$ cat config.mk
export PLATFORM = sky130hd
export DESIGN_NAME = instr_encoder_loader
export DESIGN_NICKNAME = d
export VERILOG_FILES = /design/src/rtl/isa_pkg.sv /design/src/rtl/instr_field_packer.sv /design/src/rtl/instr_encoder_loader.sv
export SDC_FILE = /design/constraint.sdc
export NUM_CORES = 1
export LEC_CHECK = 0
export BUFFER_PORTS_ARGS = -buffer_cell sky130_fd_sc_hd__buf_2
export CORE_UTILIZATION = 54
export DETAILED_ROUTE_END_ITERATION = 6
export HOLD_SLACK_MARGIN = 0.15
export PLACE_DENSITY = 0.85
export SETUP_SLACK_MARGIN = 0.15
export SYNTH_ARGS = -nofsm -noshare
export SYNTH_HDL_FRONTEND = slang
export SYNTH_SLANG_ARGS = --single-unit
$ cat constraint.sdc
create_clock -name clk -period 4.79 [get_ports clk]
set_input_delay 0.958 -clock clk [delete_from_list [all_inputs] [get_ports clk]]
set_output_delay 0.958 -clock clk [all_outputs]
set_load 0.005 [all_outputs]
$ cat src/rtl/isa_pkg.sv
// ISA definitions shared by the program loader and the processor's
// instruction decoder: opcode values, format classes and word width.
package isa_pkg;

  localparam int INSTR_W = 16;

  localparam logic [3:0] OP_MUL  = 4'b0000;
  localparam logic [3:0] OP_DIV  = 4'b0001;
  localparam logic [3:0] OP_LD   = 4'b0010;
  localparam logic [3:0] OP_ST   = 4'b0011;
  localparam logic [3:0] OP_ADD  = 4'b0100;
  localparam logic [3:0] OP_SUB  = 4'b0101;
  localparam logic [3:0] OP_ADDI = 4'b0110;
  localparam logic [3:0] OP_SUBI = 4'b0111;
  localparam logic [3:0] OP_B    = 4'b1000;
  localparam logic [3:0] OP_BEQ  = 4'b1001;

  typedef enum logic [2:0] {
    FMT_R,
    FMT_I,
    FMT_M,
    FMT_B,
    FMT_INV
  } instr_fmt_t;

  // Map an opcode onto its encoding format; 1010..1111 are unassigned.
  function automatic instr_fmt_t op_fmt(input logic [3:0] op);
    instr_fmt_t f;
    case (op)
      OP_MUL, OP_DIV, OP_ADD, OP_SUB, OP_BEQ: f = FMT_R;
      OP_ADDI, OP_SUBI:                       f = FMT_I;
      OP_LD, OP_ST:                           f = FMT_M;
      OP_B:                                   f = FMT_B;
      default:                                f = FMT_INV;
    endcase
    return f;
  endfunction

endpackage

$ cat src/rtl/instr_field_packer.sv
// Combinational packer: classifies an opcode and assembles the 16-bit
// instruction word from the individual fields.
module instr_field_packer
  import isa_pkg::*;
(
  input  logic [3:0]         opcode,
  input  logic [3:0]         rd,
  input  logic [3:0]         rn,
  input  logic [3:0]         rm,
  input  logic [11:0]        imm,
  output logic [INSTR_W-1:0] word,
  output instr_fmt_t         fmt,
  output logic               range_err
);

  logic imm8_ok;

  // 8-bit immediates must be sign-extendable: bits 11..7 all equal.
  assign imm8_ok = (imm[11:7] == 5'b00000) || (imm[11:7] == 5'b11111);

  // Select the field layout for the opcode's format.
  always_comb begin
    // NOTE: every output gets a default first so no path leaves one
    // unassigned, which would otherwise infer a latch.
    word      = '0;
    range_err = 1'b0;
    fmt       = op_fmt(opcode);
    case (fmt)
      FMT_R: word = {opcode, rd, rn, rm};
      FMT_I: begin
        word      = {opcode, rd, imm[7:0]};
        range_err = !imm8_ok;
      end
      FMT_M: word = {opcode, imm};
      FMT_B: begin
        word      = {opcode, 4'b0000, imm[7:0]};
        range_err = !imm8_ok;
      end
      default: word = '0;
    endcase
  end

endmodule

$ cat src/rtl/instr_encoder_loader.sv
// Host-side program loader: accepts field beats, packs them into
// instruction words and writes them sequentially into instruction memory,
// then raises prog_done so the core can be released.
module instr_encoder_loader
  import isa_pkg::*;
#(
  parameter int ADDR_W  = 8,
  parameter int DEPTH   = 256,
  parameter int INSTR_W = 16
) (
  input  logic               clk,
  input  logic               rst,
  input  logic               start,
  input  logic               finish,
  input  logic               in_valid,
  output logic               in_ready,
  input  logic [3:0]         in_opcode,
  input  logic [3:0]         in_rd,
  input  logic [3:0]         in_rn,
  input  logic [3:0]         in_rm,
  input  logic [11:0]        in_imm,
  output logic               imem_we,
  output logic [ADDR_W-1:0]  imem_addr,
  output logic [INSTR_W-1:0] imem_wdata,
  output logic [ADDR_W:0]    word_count,
  output logic               busy,
  output logic               prog_done,
  output logic               full,
  output logic               err_opcode,
  output logic               err_range
);

  typedef enum logic [1:0] {
    S_IDLE,
    S_ACCEPT,
    S_WRITE,
    S_DONE
  } state_t;

  state_t             state_q, state_d;
  logic [ADDR_W-1:0]  addr_q, addr_d;
  logic [ADDR_W:0]    count_q, count_d;
  logic [INSTR_W-1:0] word_q, word_d;
  logic               pend_q, pend_d;
  logic               err_op_q, err_op_d;
  logic               err_rng_q, err_rng_d;

  logic [INSTR_W-1:0] packed_word;
  instr_fmt_t         fmt;
  logic               range_err;
  logic               xfer;

  instr_field_packer u_packer (
    .opcode    (in_opcode),
    .rd        (in_rd),
    .rn        (in_rn),
    .rm        (in_rm),
    .imm       (in_imm),
    .word      (packed_word),
    .fmt       (fmt),
    .range_err (range_err)
  );

  assign full       = (count_q == (ADDR_W+1)'(DEPTH));
  assign in_ready   = (state_q == S_ACCEPT) && !full;
  assign xfer       = in_valid && in_ready;
  assign imem_we    = (state_q == S_WRITE);
  assign imem_addr  = addr_q;
  assign imem_wdata = word_q;
  assign word_count = count_q;
  assign busy       = (state_q == S_ACCEPT) || (state_q == S_WRITE);
  assign prog_done  = (state_q == S_DONE);
  assign err_opcode = err_op_q;
  assign err_range  = err_rng_q;

  // Next-state, counter and sticky-flag logic.
  always_comb begin
    state_d   = state_q;
    addr_d    = addr_q;
    count_d   = count_q;
    word_d    = word_q;
    pend_d    = pend_q;
    err_op_d  = err_op_q;
    err_rng_d = err_rng_q;

    case (state_q)
      S_ACCEPT: begin
        if (xfer) begin
          if (fmt == FMT_INV) begin
            err_op_d = 1'b1;
          end else if (range_err) begin
            err_rng_d = 1'b1;
          end else begin
            word_d  = packed_word;
            pend_d  = finish;
            state_d = S_WRITE;
          end
        end
        // finish without a launched write ends the program right away.
        if (finish && (state_d != S_WRITE)) state_d = S_DONE;
      end
      S_WRITE: begin
        // The address saturates at the last slot; full blocks further writes.
        if (addr_q != ADDR_W'(DEPTH - 1)) addr_d = addr_q + 1'b1;
        count_d = count_q + 1'b1;
        pend_d  = 1'b0;
        state_d = (pend_q || finish) ? S_DONE : S_ACCEPT;
      end
      default: ;
    endcase

    // start wins over everything, including a pending finish; a write in
    // flight still completes because imem_we depends only on state_q.
    if (start) begin
      state_d   = S_ACCEPT;
      addr_d    = '0;
      count_d   = '0;
      pend_d    = 1'b0;
      err_op_d  = 1'b0;
      err_rng_d = 1'b0;
    end
  end

  // State and datapath registers with synchronous reset.
  always_ff @(posedge clk) begin
    // NOTE: sequential state uses non-blocking assignments so every flop
    // samples pre-edge values regardless of statement order.
    if (rst) begin
      state_q   <= S_IDLE;
      addr_q    <= '0;
      count_q   <= '0;
      word_q    <= '0;
      pend_q    <= 1'b0;
      err_op_q  <= 1'b0;
      err_rng_q <= 1'b0;
    end else begin
      state_q   <= state_d;
      addr_q    <= addr_d;
      count_q   <= count_d;
      word_q    <= word_d;
      pend_q    <= pend_d;
      err_op_q  <= err_op_d;
      err_rng_q <= err_rng_d;
    end
  end

endmodule

==> results of run 1 <==
==> registers in the layout, summed over array words and instances (netlist names) <==
name / flops
err_opcode: 1
state_q: 2
imem_wdata: 16
word_count: 9
err_range: 1
imem_addr: 8
pend_q: 1
==> through the flow <==
step	utilization	instance area [um^2]
floorplan	-	2160
global placement	0.670	2510
detailed placement	0.670	2510
CTS	0.695	2600
global route	0.695	2600
finish	0.695	2600
==> worst paths after layout <==
path,start,slack [ns],cells after the start,endpoint
max,word_count[0],2.13,6,in_ready
max reg2reg,word_count[0],2.67,6,imem_wdata[0]
min reg2reg,err_range,0.45,2,err_range
min,err_range,0.45,2,err_range
==> final cells by class <==
type,count,area share
sequential,38,0.292
inverter,8,0.0115
clock inverter,2,0.00481
tap,48,0.0231
multi-input combinational,180,0.498
clock buffer,6,0.0317
timing repair buffer,72,0.138
==> power breakdown <==
| group | internal (uW) | switching (uW) | total [uW] | leakage (uW) |
|---|---|---|---|---|
| Clock | 116 | 111 | 227 | 0.0000472 |
| Combinational | 45.6 | 54.9 | 100 | 0.000789 |
| Sequential | 323 | 5.15 | 328 | 0.000307 |
| Total | 485 | 171 | 656 | 0.00114 |
==> synth_stat cells, drive strengths merged (5+ instances only) <==
master  count  area (um^2)
nand3b      8         60.1
nor3        6         30.0
o21bai      5         37.5
inv         8         30.0
clkbuf     10         37.5
dfxtp      38          761
nand4      11         68.8
nor2       13         48.8
ha          6         75.1
mux2i       9         90.1
nand2       8         30.0
a21oi      20          100
mux2        9          116
o21ai      14         81.3
nor2b      12         75.1
nand2b      8         50.1
xor2        5         43.8
==> per-layer routing <==
layer | global-route usage | vias up
li1 | - | 1013
met1 | 0.321 | 974
met2 | 0.415 | 69
met3 | 0.0590 | 11
met4 | 0.0707 | 0
met5 | 0 | -
==> logic make-up (layout without fill, tap and decap cells) <==
logic type,Yosys count,count (layout),share of synthesized area
AOI/OAI and AO/OA,58,58,0.184
xor gates and xnor gates,6,6,0.0243
adders and majority gates,6,6,0.0347
buffers and inverters,22,88,0.0492
DFF,38,38,0.352
muxes,18,18,0.0954
and+or+nand+nor,92,92,0.261
==> worst max-delay path, cell delays in order (launching register included) <==
cell	delay, ns
dfxtp_1	0.35
inv_1	0.08
ha_1	0.16
or4b_4	0.50
nor2_1	0.15
nor2b_1	0.06
buf_2	0.12
==> results.toml, run 1 <==
[yosys]
ys_seq_elements = 38
dominantRegCellSynth = "dfxtp_1"
synth_cell_type_count = 47
synthArstFlopShare = 0
syn-mean-instance-area_um2 = 9.01
synth-edff-count = 0
ys.warnings.count = 0
netlist_area_um2 = 2160
ys_seq_area_frac = 0.352
synthesis.nets = 279
synth_cells = 240

[final_layout]
seqCellArea_um2 = 761
final_layout_size_suffix_gt1_frac = 0.324
most-common-layout-cells = "72 x buf_2, 38 x dfxtp_1, 20 x a21oi_1, 13 x nor2_1, 13 x o21ai_0"
n_fill_cell = 318
final_common_cell = "buf_2"
antenna_cells = 0
fin_cells = 354
multi_input_area_um2 = 1300
final_nets = 344
area_growth_pct = 20.3

[timing]
slew_headroom = 0.595
hold_ws_ns = 0.450
min_period_ns = 2.66
setup_viol = 0
rsz0062_at_grt = "no"
timing.final.crit_share = 0.555
final.setup.tns_ns = 0
final_max_slew_viol_count = 0
fmax_mhz = 376
tightestPinTransition_ns = 0.605
final_hold_viol_count = 0
finClkSkew_ns = 0.00835
setup_ws_ns = 2.13

[power_and_ir_drop]
peakVddDrop_v = 0.000223
power_density_nw_per_um2 = 252
p_leak_uw = 0.00114
totalPowerFinal_uw = 656

[clock_network]
cts_max_level = 2
ctsResizeCount = 0
numCtsBuffers = 5
cts_setup_buffers = 0
cts-root-buf = "clkbuf_8"
clk_path_buf_depth = 2
hold_buffers = 0
clkTransAtPathRegs_ns = 0.08
clkSinkCount = 38
cts_tree = "done"
clk_latency_ns = 0.28

[routing]
drcViolationCount = 0
met2WireLength_um = 2500
avgViaCountPerCell = 5.84
finalWirelength_um = 5190
detail-route-antenna-nets = 0
wl_met3_um = 282
routed.top_layer = "met4"
drt_iter0_drc = 138
wl_per_cell_um = 14.7
vias = 2067
dr.pass1.iters = 4
wl_met1_um = 2330

[critical_path]
crit_required_ns = 3.83
worst_setup_path_end_kind = "primary output"
cp_data_arrival_time_ns = 1.70
crit_fanout = 5
critPathLaunchType = "flip-flop"
critPathKind = "flip-flop to primary output"

[placement]
place_ws_ns = 2.04
portBuffers = 72
gp_congestion = 0.900
dp_cells = 346
dp_hpwl_um = 3800

[floorplan]
die_x_um = 65.3
row_count = 22
initial_core_util = 0.578
fp.dieArea_um2 = 4260
fp.dieH_um = 65.3
core_area_um2 = 3740
num_io_pins = 73

[grt]
grt_pass1_wl_um = 8230
grtUsageTotal = 0.250
antenna_found_initial = 0
grt_max_degree = 36
overflow = 0
grt_pass1_vias = 1776

[job]
maxCapViolCount = 0

[worst_hold_path]
min_path_type = "flip-flop to flip-flop"

[run_status]
status = "completed"
Note: power is estimated with default switching activity, not from simulation.
==> run 2: changes to the inputs <==
--- a/config.mk
+++ b/config.mk
@@ -6,10 +6,10 @@
 export NUM_CORES = 1
 export LEC_CHECK = 0
 export BUFFER_PORTS_ARGS = -buffer_cell sky130_fd_sc_hd__buf_2
-export CORE_UTILIZATION = 54
+export CORE_UTILIZATION = 50
 export DETAILED_ROUTE_END_ITERATION = 6
 export HOLD_SLACK_MARGIN = 0.15
-export PLACE_DENSITY = 0.85
+export PLACE_DENSITY = 0.79
 export SETUP_SLACK_MARGIN = 0.15
 export SYNTH_ARGS = -nofsm -noshare
 export SYNTH_HDL_FRONTEND = slang
==> constraint.sdc (replaced) <==
create_clock -name clk -period 2.5 [get_ports clk]
set_input_delay 0.5 -clock clk [delete_from_list [all_inputs] [get_ports clk]]
set_output_delay 0.5 -clock clk [all_outputs]
set_load 0.005 [all_outputs]
==> run 2 against run 1 <==
  * Worst setup slack got worse by 1.8 ns
  * Hold slack worse by 0.011 ns
  * Sequential cell count unchanged
  * Global-route usage down 2.0 points
  * Cell area up 2.6%
  * Clock skew hardly changed
  * Total power rose by 120%
  * First-iteration DRC count down 47%
  * Critical path type unchanged
  * Largest power group is now clock
==> results.toml, run 2 (same netlist as run 1, synthesis figures left out) <==
[routing]
dr.pass1.iters = 4
vias = 2049
drcViolationCount = 0
wl_per_cell_um = 14.0
avgViaCountPerCell = 5.71
detail-route-antenna-nets = 0
finalWirelength_um = 5010
drt_iter0_drc = 73

[timing]
timing.final.crit_share = 0.870
final_max_slew_viol_count = 0
final_hold_viol_count = 0
setup_viol = 0
slew_headroom = 0.647
tightestPinTransition_ns = 0.530
final.setup.tns_ns = 0
finClkSkew_ns = 0.00830
min_period_ns = 2.17
fmax_mhz = 460
rsz0062_at_grt = "no"
setup_ws_ns = 0.326

[clock_network]
cts_setup_buffers = 0
hold_buffers = 0
cts-root-buf = "clkbuf_8"
cts_max_level = 2
cts_tree = "done"
numCtsBuffers = 5
clk_path_buf_depth = 2
clkSinkCount = 38
clkTransAtPathRegs_ns = 0.08
clk_latency_ns = 0.30
ctsResizeCount = 0

[critical_path]
critPathLaunchType = "flip-flop"
path_delay_family = "simple AND/OR/NAND/NOR gates"
crit_slowest_cell = "or4b_4"
crit_fanout = 5
crit_cells = 6
rrSetupSlack_ns = 0.45
r2r_cells = 6
cp_num_buf_inv = 2
worst_setup_path_end_kind = "primary output"
critPathKind = "flip-flop to primary output"
crit-reg2reg-launch = "word_count[0]"
crit_required_ns = 2.00
crit_chain = "inv_1 -> ha_1 -> or4b_4 -> nor2_1 -> nor2b_1 -> buf_2"
cp_data_arrival_time_ns = 1.67
worst_path_largest_cell_delay_ns = 0.48
reg2reg_to = "imem_wdata[1]"

[grt]
overflow = 0
grtUsageTotal = 0.230
grt_max_degree = 36
antenna_found_initial = 0
grt_pass1_wl_um = 7940
grt_pass1_vias = 1769

[worst_hold_path]
min_path_cells = 3
min_path_type = "input pin to flip-flop"
hold_start = "start"
hold_end = "state_q[0]"

[floorplan]
fp.dieArea_um2 = 4590
row_count = 23
fp.dieH_um = 67.8
initial_core_util = 0.529
core_area_um2 = 4090
num_io_pins = 73
die_x_um = 67.8

[final_layout]
final_layout_size_suffix_gt1_frac = 0.330
fin_cells = 359
most-common-layout-cells = "72 x buf_2, 38 x dfxtp_1, 20 x a21oi_1, 13 x nor2_1, 13 x o21ai_0"
final_nets = 347
largest_register_ff_count = 16
final_area_um2 = 2670
area_growth_pct = 23.4
final_common_cell = "buf_2"
antenna_cells = 0

[placement]
dp_cells = 351
portBuffers = 72
dp_hpwl_um = 3700
place_ws_ns = 0.456
dpl_cell_area_um2 = 2530
gp_congestion = 0.774

[power_and_ir_drop]
p_leak_uw = 0.00118
totalPowerFinal_uw = 1460
power_density_nw_per_um2 = 547
peakVddDrop_v = 0.000510

[job]
maxCapViolCount = 0

[run_status]
status = "completed"
-- run 2: changes by cell type in the layout (fill, tap and decap cells not counted) --
cell,previous run,this run
bufinv_16,0,2
clkinv_2,1,0
clkinv_4,0,1
buf_4,0,3
clkbuf_8,6,5
clkinvlp_4,1,0
-- run 2: per-layer routing --
layer | vias to the layer above | share of wire | GRT usage
li1 | 1016 | - | -
met1 | 940 | 0.45 | 0.293
met2 | 79 | 0.46 | 0.375
met3 | 14 | 0.065 | 0.0574
met4 | 0 | 0.020 | 0.0807
met5 | - | 0 | 0
-- run 2: worst max-delay path by stage --
stage / endpoint / slack (ns) / from
global route: in_ready / 0.22 / word_count[0]
CTS: in_ready / 0.32 / word_count[0]
global placement: imem_wdata[13] / 0.49 / in_opcode[2]
floorplan: imem_wdata[4] / 0.48 / in_opcode[2]
detailed placement: imem_wdata[1] / 0.46 / word_count[0]
finish: in_ready / 0.33 / word_count[0]
-- run 2: where the power goes --
group          internal, uW  switching (uW)  total [uW]
registers               619            9.26         629
logic                  89.3             102         192
clock network           400             240         640
total                  1110             352        1460
-- run 2: per-stage QoR --
step | hold WS (ns) | util
final | 0.440 | 0.653
after global routing | 0.457 | 0.653
after CTS | 0.442 | 0.653
after detailed placement | 0.452 | 0.620
after global placement | 0.434 | 0.620
after floorplan | 0.442 | -
-- run 2: final cells by class --
| type | count | area (um^2) |
|---|---|---|
| clock inverter | 3 | 68.8 |
| clock buffer | 5 | 68.8 |
| multi-input combinational | 180 | 1300 |
| timing repair buffer | 75 | 383 |
| inverter | 8 | 30.0 |
| sequential | 38 | 761 |
| tap | 50 | 62.6 |
| fill | 360 | 1420 |
-- run 2: worst reg2reg max path, delay by kind of cell, from the launching register on --
family / cells / cell delay [ns]
buf+inv: 1 / 0.07
fa+ha+maj: 1 / 0.12
compound gates: 2 / 0.53
mux: 1 / 0.38
simple gates: 1 / 0.48
flops: 1 / 0.36
